==> config.mk <==
export PLATFORM = sky130hd
export DESIGN_NAME = sio_burst_slave
export DESIGN_NICKNAME = d
export VERILOG_FILES = /design/src/rtl/sio_pkg.sv /design/src/rtl/sio_resp_tx.sv /design/src/rtl/sio_burst_slave.sv
export SDC_FILE = /design/constraint.sdc
export NUM_CORES = 1
export LEC_CHECK = 0
export ABC_AREA = 0
export CORE_ASPECT_RATIO = 1.5
export CORE_UTILIZATION = 56
export DETAILED_ROUTE_END_ITERATION = 6
export PLACE_DENSITY = 0.8
export SYNTH_ARGS = -nofsm -noshare
export SYNTH_HDL_FRONTEND = slang
export SYNTH_SLANG_ARGS = --single-unit
==> constraint.sdc <==
create_clock -name SCK -period 2.57 [get_ports SCK]
set_clock_uncertainty 0.05 [all_clocks]
set_input_delay 0.257 -clock SCK [delete_from_list [all_inputs] [get_ports SCK]]
set_output_delay 0.257 -clock SCK [all_outputs]
set_load 0.01 [all_outputs]
==> src/rtl/sio_pkg.sv <==
// Shared definitions for the serial burst slave: FSM states, command byte
// bit positions and the response header width.
package sio_pkg;

  typedef enum logic [3:0] {
    ST_IDLE,
    ST_CMD,
    ST_ADDR,
    ST_LEN,
    ST_DATA,
    ST_ISSUE,
    ST_WAIT,
    ST_RESP,
    ST_DONE
  } state_t;

  localparam int CMD_START   = 7;
  localparam int CMD_BURST   = 6;
  localparam int CMD_READ    = 5;
  localparam int CMD_RSVD    = 4;
  localparam int CMD_ALEN_HI = 3;
  localparam int CMD_ALEN_LO = 2;

  // Start bit plus status bit
  localparam int RESP_HDR_W = 2;

  // Bits of the address that come from the serial stream for a given length code
  function automatic logic [31:0] addr_mask(input logic [1:0] alen);
    logic [31:0] m;
    case (alen)
      2'd0:    m = 32'h0000_00FF;
      2'd1:    m = 32'h0000_FFFF;
      2'd2:    m = 32'h00FF_FFFF;
      default: m = 32'hFFFF_FFFF;
    endcase
    return m;
  endfunction

endpackage

==> src/rtl/sio_resp_tx.sv <==
// Response serialiser: shifts start bit, status bit and optional read data
// out MSB first; done marks the cycle carrying the final bit.
module sio_resp_tx
  import sio_pkg::*;
#(
  parameter int DATA_W = 8
) (
  input  logic              clk,
  input  logic              rst_n,
  input  logic              load,
  input  logic              abort,
  input  logic              status,
  input  logic              with_data,
  input  logic [DATA_W-1:0] data,
  output logic              si,
  output logic              done
);

  localparam int FRAME_W = RESP_HDR_W + DATA_W;
  localparam int CW      = $clog2(FRAME_W);

  logic [FRAME_W-1:0] sh_reg;
  logic [CW-1:0]      left_reg;
  logic               active_reg;

  always_ff @(posedge clk or negedge rst_n) begin
    if (!rst_n) begin
      sh_reg     <= '0;
      left_reg   <= '0;
      active_reg <= 1'b0;
    end else if (abort) begin
      active_reg <= 1'b0;
    end else if (load) begin
      sh_reg     <= {1'b1, status, data};
      left_reg   <= with_data ? CW'(FRAME_W - 1) : CW'(RESP_HDR_W - 1);
      active_reg <= 1'b1;
    end else if (active_reg) begin
      sh_reg <= {sh_reg[FRAME_W-2:0], 1'b0};
      if (left_reg == '0) active_reg <= 1'b0;
      else                left_reg   <= left_reg - 1'b1;
    end
  end

  assign si   = active_reg & sh_reg[FRAME_W-1];
  assign done = active_reg && (left_reg == '0);

endmodule

==> src/rtl/sio_burst_slave.sv <==
// Serial-to-register bridge: decodes framed commands on SO into single or
// burst register accesses and reports a per-access status on SI.
module sio_burst_slave
  import sio_pkg::*;
#(
  parameter int DATA_BYTES  = 1,
  parameter int ADDR_STEP   = 1,
  parameter int ACK_TIMEOUT = 255
) (
  input  logic                    SCK,
  input  logic                    RSTn,
  input  logic [31:0]             FILL_ADDR,
  input  logic                    SCS,
  input  logic                    SO,
  output logic                    SI,
  output logic [31:0]             REG_ADDR,
  output logic [8*DATA_BYTES-1:0] REG_WD,
  output logic                    REG_WE,
  output logic                    REG_RE,
  input  logic                    REG_ACK,
  input  logic                    REG_RV,
  input  logic [8*DATA_BYTES-1:0] REG_RD,
  output logic                    BUSY,
  output logic                    TIMEOUT_ERR
);

  localparam int DATA_W = 8 * DATA_BYTES;

  state_t             state_reg, state_next;
  logic [5:0]         bit_left_reg;
  logic [31:0]        sh_reg;
  logic               burst_reg, read_reg;
  logic [1:0]         alen_reg;
  logic [8:0]         remain_reg;
  logic [15:0]        tcnt_reg;
  logic [31:0]        addr_reg;
  logic [DATA_W-1:0]  wd_reg;

  logic [31:0]        sh_next;
  logic [7:0]         cmd_full;
  logic               last_bit, ack_now, tmo_now, tx_load, tx_done, tx_si;
  logic [DATA_W-1:0]  resp_data;

  // The start bit is preloaded in IDLE so the full command byte sits in sh_next
  assign sh_next   = {sh_reg[30:0], SO};
  assign cmd_full  = sh_next[7:0];
  assign last_bit  = (bit_left_reg == 6'd0);
  assign ack_now   = (state_reg == ST_ISSUE || state_reg == ST_WAIT) && REG_ACK;
  assign tmo_now   = (state_reg == ST_WAIT) && !REG_ACK && (tcnt_reg == 16'(ACK_TIMEOUT));
  assign tx_load   = SCS && (ack_now || tmo_now);
  assign resp_data = (ack_now && REG_RV) ? REG_RD : '1;

  always_ff @(posedge SCK or negedge RSTn) begin
    if (!RSTn) state_reg <= ST_IDLE;
    else       state_reg <= state_next;
  end

  always_comb begin
    state_next = state_reg;
    if (!SCS) begin
      state_next = ST_IDLE;
    end else begin
      case (state_reg)
        ST_IDLE:  if (SO) state_next = ST_CMD;
        ST_CMD:   if (last_bit)
                    state_next = (cmd_full[CMD_RSVD] || !cmd_full[CMD_START]) ? ST_DONE : ST_ADDR;
        ST_ADDR:  if (last_bit)
                    state_next = burst_reg ? ST_LEN : (read_reg ? ST_ISSUE : ST_DATA);
        ST_LEN:   if (last_bit) state_next = read_reg ? ST_ISSUE : ST_DATA;
        ST_DATA:  if (last_bit) state_next = ST_ISSUE;
        ST_ISSUE: state_next = REG_ACK ? ST_RESP : ST_WAIT;
        ST_WAIT:  if (ack_now || tmo_now) state_next = ST_RESP;
        ST_RESP:  if (tx_done)
                    state_next = (remain_reg == 9'd1) ? ST_DONE : (read_reg ? ST_ISSUE : ST_DATA);
        ST_DONE:  state_next = ST_DONE;
        default:  state_next = ST_IDLE;
      endcase
    end
  end

  always_ff @(posedge SCK or negedge RSTn) begin
    if (!RSTn) begin
      bit_left_reg <= '0;
      sh_reg       <= '0;
      burst_reg    <= 1'b0;
      read_reg     <= 1'b0;
      alen_reg     <= '0;
      remain_reg   <= '0;
      tcnt_reg     <= '0;
      addr_reg     <= '0;
      wd_reg       <= '0;
    end else if (SCS) begin
      case (state_reg)
        ST_IDLE: begin
          sh_reg       <= 32'd1;
          bit_left_reg <= 6'd6;
        end
        ST_CMD: begin
          sh_reg <= sh_next;
          if (last_bit) begin
            burst_reg    <= cmd_full[CMD_BURST];
            read_reg     <= cmd_full[CMD_READ];
            alen_reg     <= cmd_full[CMD_ALEN_HI:CMD_ALEN_LO];
            bit_left_reg <= {1'b0, cmd_full[CMD_ALEN_HI:CMD_ALEN_LO], 3'b111};
          end else begin
            bit_left_reg <= bit_left_reg - 6'd1;
          end
        end
        ST_ADDR: begin
          sh_reg <= sh_next;
          if (last_bit) begin
            addr_reg     <= (FILL_ADDR & ~addr_mask(alen_reg)) | (sh_next & addr_mask(alen_reg));
            remain_reg   <= 9'd1;
            bit_left_reg <= burst_reg ? 6'd7 : 6'(DATA_W - 1);
          end else begin
            bit_left_reg <= bit_left_reg - 6'd1;
          end
        end
        ST_LEN: begin
          sh_reg <= sh_next;
          if (last_bit) begin
            remain_reg   <= {1'b0, sh_next[7:0]} + 9'd1;
            bit_left_reg <= 6'(DATA_W - 1);
          end else begin
            bit_left_reg <= bit_left_reg - 6'd1;
          end
        end
        ST_DATA: begin
          wd_reg <= {wd_reg[DATA_W-2:0], SO};
          if (!last_bit) bit_left_reg <= bit_left_reg - 6'd1;
        end
        // Counter holds the number of cycles elapsed since the strobe
        ST_ISSUE: tcnt_reg <= 16'd1;
        ST_WAIT:  tcnt_reg <= tcnt_reg + 16'd1;
        ST_RESP: begin
          if (tx_done) begin
            addr_reg     <= addr_reg + 32'(ADDR_STEP);
            remain_reg   <= remain_reg - 9'd1;
            bit_left_reg <= 6'(DATA_W - 1);
          end
        end
        default: ;
      endcase
    end
  end

  always_comb begin
    BUSY        = (state_reg != ST_IDLE);
    REG_WE      = 1'b0;
    REG_RE      = 1'b0;
    TIMEOUT_ERR = tmo_now;
    if (state_reg == ST_ISSUE) begin
      REG_WE = !read_reg;
      REG_RE = read_reg;
    end
  end

  assign REG_ADDR = addr_reg;
  assign REG_WD   = wd_reg;
  assign SI       = tx_si;

  sio_resp_tx #(
    .DATA_W(DATA_W)
  ) u_resp_tx (
    .clk       (SCK),
    .rst_n     (RSTn),
    .load      (tx_load),
    .abort     (!SCS),
    .status    (ack_now),
    .with_data (read_reg),
    .data      (resp_data),
    .si        (tx_si),
    .done      (tx_done)
  );

endmodule

==> impl_metrics.json, run 1 <==
{
  "outcome": "finished, final reports clean",
  "path_class": "reg -> out",
  "ys_ff_latch": 125,
  "grt_use_total_pct": 31.2,
  "grt_start_max_net_pins": 63,
  "syn_inst": 824,
  "swShare_pct": 28.4,
  "wl_per_cell_microns": 18.6,
  "cp_slowest_cell": "clkdlybuf4s50_1",
  "pwr-share-clk_pct": 45.6,
  "yosysWarnings": 0,
  "via_per_inst": 6.33,
  "cts_tree": "built",
  "clock_path_buffers": 2,
  "die_area_sq_um": 13400,
  "path_max_fanout": 11,
  "grt_util_met1_pct": 35.0,
  "power_per_cell_area_nw_per_um2": 635,
  "routabilityCongestion": 0.896,
  "ys_seq_area_share_pct": 43.3,
  "gr-usage-met3_pct": 6.09,
  "synth-xor-area-share_pct": 2.67,
  "cts-root-buf": "clkbuf_16",
  "yosys.area_share.simple_pct": 22.2,
  "overflow": 0,
  "start_util_pct": 57.7,
  "setup_violations": 0,
  "hpwlAfterDp_microns": 13800,
  "postLayoutCoreUtil_pct": 71.4,
  "period_share_pct": 94.8,
  "fill_cells": 973,
  "synthMuxAreaShare_pct": 7.29,
  "ys.flop_type": "dfrtp_1",
  "fmax_mhz": 410,
  "numCtsBuffers": 17,
  "antenna_left": 0,
  "final_cell_mix": "dfrtp_1 (125), nand2_1 (122), o21ai_0 (84)",
  "cpPeakStageDelay_ns": 0.54,
  "largest_reg_flops": 32,
  "drc_errors": 0,
  "wl_microns": 20000,
  "rrSetupSlack_ns": 0.18,
  "startpoint_type": "register",
  "first_global_vias": 6846,
  "synth_top_family_by_area": "simple AND/OR/NAND/NOR gates",
  "slew_headroom_pct": 39.7,
  "use_met2_pct": 56.3,
  "slew_viol_final": 0,
  "die_y_microns": 141,
  "synth-compound-area-share_pct": 19.1,
  "io_pins": 91,
  "fp.dieW_microns": 94.7,
  "grt-busiest-layer": "met2",
  "critPathRequiredTime_ns": 2.26,
  "crit_chain": "buf_4 -> nor2b_1 -> and3_1 -> clkdlybuf4s50_1",
  "rsz0062_at_grt": "false",
  "clk_pin_slew_ns": 0.06,
  "r2r_cells": 5,
  "max_cap_viol_count": 0,
  "ir_worst_vdd_v": 0.000486,
  "finalHoldViolations": 0,
  "leakage_nw": 3.79,
  "io_buffer_count": 82,
  "syn_area_per_cell_sq_um": 8.77,
  "n_antenna_cell": 0,
  "ys_types": 75,
  "grt_first_pass_wirelength_microns": 32800,
  "synth_area_sq_um": 7220,
  "vias": 6797,
  "rows": 50,
  "arrival_ns": 2.13,
  "area_delta_synth_final_pct": 23.7,
  "tightest_slew_ns": 0.896,
  "cp-end-kind": "output port",
  "setup_tns_ns": 0,
  "antenna_found_initial": 0,
  "p_int_mw": 4.06,
  "r2r-end": "REG_ADDR[31]",
  "initialDrtViolationCount": 375,
  "first_pass_iters": 5,
  "cts_sinks": 125,
  "htreeDepth": 4,
  "p_seq_share_pct": 38.1,
  "holdCritPathClass": "in -> async",
  "synth_nets": 879,
  "core-area_sq_um": 12500,
  "fin_crit_ns": 2.44,
  "final_common_cell": "dfrtp_1",
  "power.share.combinational_pct": 16.3,
  "nets": 960,
  "insertion_delay_ns": 0.42,
  "layout-drive-gt1-share_pct": 11.2,
  "r2r_start": "REG_ADDR[2]",
  "synthArstFlopShare_pct": 100,
  "synth_edf_count": 0,
  "synthAdderAreaFrac_pct": 1.56,
  "power_switching_mw": 1.61
}
-- area by class of cell --
cell class                      count  area, sq um  share of cell area [%]
Clock buffer                       20          447                    5.00
Clock inverter                     12          186                    2.09
Inverter                           16         60.1                   0.672
Multi-Input combinational cell    631         3820                    42.7
Sequential cell                   125         3130                    35.0
Tap cell                          156          195                    2.18
Timing Repair Buffer              114         1100                    12.3
-- power by group through the flow --
stage	registers (mW)	logic [mW]	clock network (mW)
2_1_floorplan	2.14	0.618	0
3_3_place_gp	2.19	0.880	0
3_5_place_dp	2.19	0.911	0
4_1_cts	2.16	0.921	2.61
5_1_grt	2.17	1.02	2.69
6_report	2.16	0.925	2.59
-- metal layers --
metal	share of wire, %	vias to the layer above
met5	0	-
met4	2.9	0
met3	4.6	51
met2	55	230
met1	38	3366
li1	-	3150
-- worst max-delay path by stage --
stage / from / slack (ns) / end / cells past startpoint
after global placement: u_resp_tx.left_reg[0] / 0.32 / REG_ADDR[20] / 7
after detailed placement: u_resp_tx.left_reg[0] / 0.27 / REG_ADDR[20] / 7
final: state_reg[1] / 0.13 / REG_RE / 4
after floorplan: bit_left_reg[0] / 0.54 / remain_reg[3] / 7
after global routing: state_reg[1] / 0.05 / REG_WE / 4
after CTS: state_reg[0] / 0.04 / TIMEOUT_ERR / 5
-- cell usage after synthesis, drive strengths merged, types with 5 or more instances --
master,count,area share (%)
dfrtp,125,43
nand2,123,6.4
o21ai,87,6.1
nor2,55,2.9
a21oi,54,3.7
clkbuf,36,1.9
nand3,30,2.1
mux2i,29,4.0
nand4,23,2.0
nor3,23,1.7
mux2,21,3.3
buf,16,1.2
inv,16,0.83
and3,14,1.2
o22ai,13,1.1
xnor2,12,1.5
xor2,10,1.2
a22o,9,1.1
ha,9,1.6
or3,9,0.85
o31ai,8,0.83
o32ai,7,0.85
a31oi,6,0.52
and2,6,0.52
and4,6,0.74
nand2b,6,0.52
nor2b,6,0.52
or2,6,0.52
a211oi,5,0.59
-- worst max-delay path, delay by kind of cell, from the launching register on --
| kind | cells | cell delay [ns] |
|---|---|---|
| flip-flops | 1 | 0.48 |
| buffers and inverters | 2 | 0.77 |
| AND/OR/NAND/NOR | 2 | 0.47 |
-- per-stage QoR --
step | power (mW) | hold slack, ns | instance area [sq um] | std cells | worst slack [ns]
after floorplan | 2.75 | -0.0886 | 7220 | 824 | 0.539
after global placement | 3.07 | 0.219 | 8270 | 1039 | 0.322
after detailed placement | 3.11 | 0.226 | 8270 | 1039 | 0.273
after CTS | 5.69 | 0.323 | 8930 | 1074 | 0.0405
after global routing | 5.88 | 0.367 | 8930 | 1074 | 0.0508
final | 5.68 | 0.311 | 8930 | 1074 | 0.133
-- kinds of logic after synthesis --
group | Yosys count
AO/OA/AOI/OAI | 224
XOR/XNOR | 22
adder cells (fa/ha/maj) | 9
buffers and inverters | 68
flip-flops | 125
multiplexers | 50
AND/OR/NAND/NOR | 326
-- timing repair --
action,in CTS,in global routing
hold buffers,1,0
setup endpoints to repair,1,1
pin swaps,1,0
resized for setup,1,1
buffers inserted,2,0
hold endpoints to repair,36,0
Note: power is estimated with default switching activity, not from simulation.
==> run 2: changes to the inputs <==
Settings changed: CORE_UTILIZATION 56 to 55, PLACE_DENSITY 0.8 to 0.79, SKIP_LAST_GASP set to 1.
==> run 2 against run 1 <==
Compared with the run above: critical path depth unchanged; sequential power about the same; cell area fell by 0.24%; largest power group unchanged; total power shrank 2.7%; count of clock-buffer cells in the layout shrank 3; flip-flop and latch count stayed put; core utilization shrank 0.88 points; die area grew 1.8%.
==> impl_metrics.json, run 2 (synthesis gave the netlist of run 1 again) <==
{
  "outcome": "finished, final reports clean",
  "start_util_pct": 57.2,
  "dr_wl_met3_microns": 1090,
  "final_common_cell": "nand2_1",
  "grt_use_total_pct": 30.1,
  "r2r_start": "REG_ADDR[5]",
  "setup_violations": 0,
  "io_buffer_count": 82,
  "hpwlAfterDp_microns": 13700,
  "final_cell_mix": "nand2_1 (122), dfrtp_1 (121), o21ai_0 (84)",
  "power.total_mw": 5.53,
  "cts_tree": "built",
  "clk_pin_slew_ns": 0.06,
  "grt_start_max_net_pins": 63,
  "die_y_microns": 142,
  "period_share_pct": 95.6,
  "path_class": "reg -> out",
  "overflow": 0,
  "startpoint_type": "register",
  "fin_crit_ns": 2.46,
  "holdCritPathClass": "in -> async",
  "area_delta_synth_final_pct": 23.4,
  "numCtsBuffers": 17,
  "n_antenna_cell": 0,
  "finalHoldViolations": 0,
  "first_global_vias": 6719,
  "slew_headroom_pct": 54.2,
  "wl_per_cell_microns": 18.2,
  "highest_layer": "met4",
  "met2_length_microns": 10500,
  "antenna_found_initial": 0,
  "setup_tns_ns": 0,
  "drc_errors": 0,
  "cts_sinks": 125,
  "routabilityCongestion": 0.904,
  "path_max_fanout": 16,
  "slew_viol_final": 0,
  "core-area_sq_um": 12600,
  "grt_first_pass_wirelength_microns": 31900,
  "leakage_nw": 3.78,
  "rrSetupSlack_ns": 0.32,
  "cts-root-buf": "clkbuf_16",
  "initialDrtViolationCount": 378,
  "rows": 50,
  "largest_reg_flops": 32,
  "tightest_slew_ns": 0.685,
  "ir_worst_vdd_v": 0.000381,
  "layout-drive-gt1-share_pct": 12.2,
  "vias": 6723,
  "power_per_cell_area_nw_per_um2": 620,
  "die_area_sq_um": 13600,
  "wl_microns": 19500,
  "max_cap_viol_count": 0,
  "io_pins": 91,
  "arrival_ns": 2.15,
  "wl_met1_microns": 7400,
  "nets": 961,
  "critPathRequiredTime_ns": 2.26,
  "htreeDepth": 4,
  "insertion_delay_ns": 0.43,
  "rsz0062_at_grt": "false",
  "fmax_mhz": 407,
  "fp.dieW_microns": 95.6,
  "antenna_left": 0,
  "clock_path_buffers": 2,
  "via_per_inst": 6.25,
  "first_pass_iters": 5,
  "cp-end-kind": "output port",
  "critPathLaunch": "state_reg[1]"
}
-- run 2: timing repair --
item,CTS,global route
endpoints found under the setup margin,1,1
hold buffers,1,0
cloned,0,0
buffers inserted,1,0
pin swaps,1,2
hold endpoints to repair,19,0
gates resized for setup,4,4
-- run 2: path summary, 6_finish.rpt --
path / to / depth (start not counted)
setup reg to reg: REG_ADDR[31] / 5
hold / removal: u_resp_tx.sh_reg[3] / 2
hold reg to reg: remain_reg[8] / 1
min in group SCK: u_resp_tx.sh_reg[0] / 3
max in group asynchronous: tcnt_reg[5] / 3
setup / recovery: REG_RE / 4
-- run 2: through the flow --
stage	setup slack [ns]	cells	cell area, sq um	hold slack, ns	util [%]
4_1_cts	0.0107	1075	8910	0.209	70.5
5_1_grt	0.0323	1075	8910	0.241	70.5
2_1_floorplan	0.539	824	7220	-0.0886	-
3_3_place_gp	0.283	1041	8270	0.118	65.5
6_report	0.114	1075	8910	0.205	70.5
3_5_place_dp	0.189	1041	8270	0.117	65.5
-- run 2: cell type report --
| cell class | instances | area (sq um) |
|---|---|---|
| Clock buffer | 17 | 425 |
| Clock inverter | 15 | 178 |
| Fill cell | 982 | 3720 |
| Inverter | 16 | 60.1 |
| Multi-Input combinational cell | 631 | 3830 |
| Sequential cell | 125 | 3130 |
| Tap cell | 156 | 195 |
| Timing Repair Buffer | 115 | 1100 |
-- run 2: where the power goes --
part           total (mW)  switching [mW]  internal [mW]
clock                2.47            1.00           1.46
sequential           2.19           0.135           2.05
combinational       0.874           0.532          0.342
total                5.53            1.67           3.86
-- run 2: layer usage --
metal	up-vias	GRT usage, %
li1	3145	-
met1	3256	33.9
met2	270	53.5
met3	52	5.56
met4	0	14.9
met5	-	0
-- run 2: worst max-delay path, cell delays in order (launching register included) --
cell and delay [ns]:
dfrtp_2 0.51, buf_4 0.20, nor2b_1 0.28, and3_1 0.22, clkdlybuf4s50_1 0.53
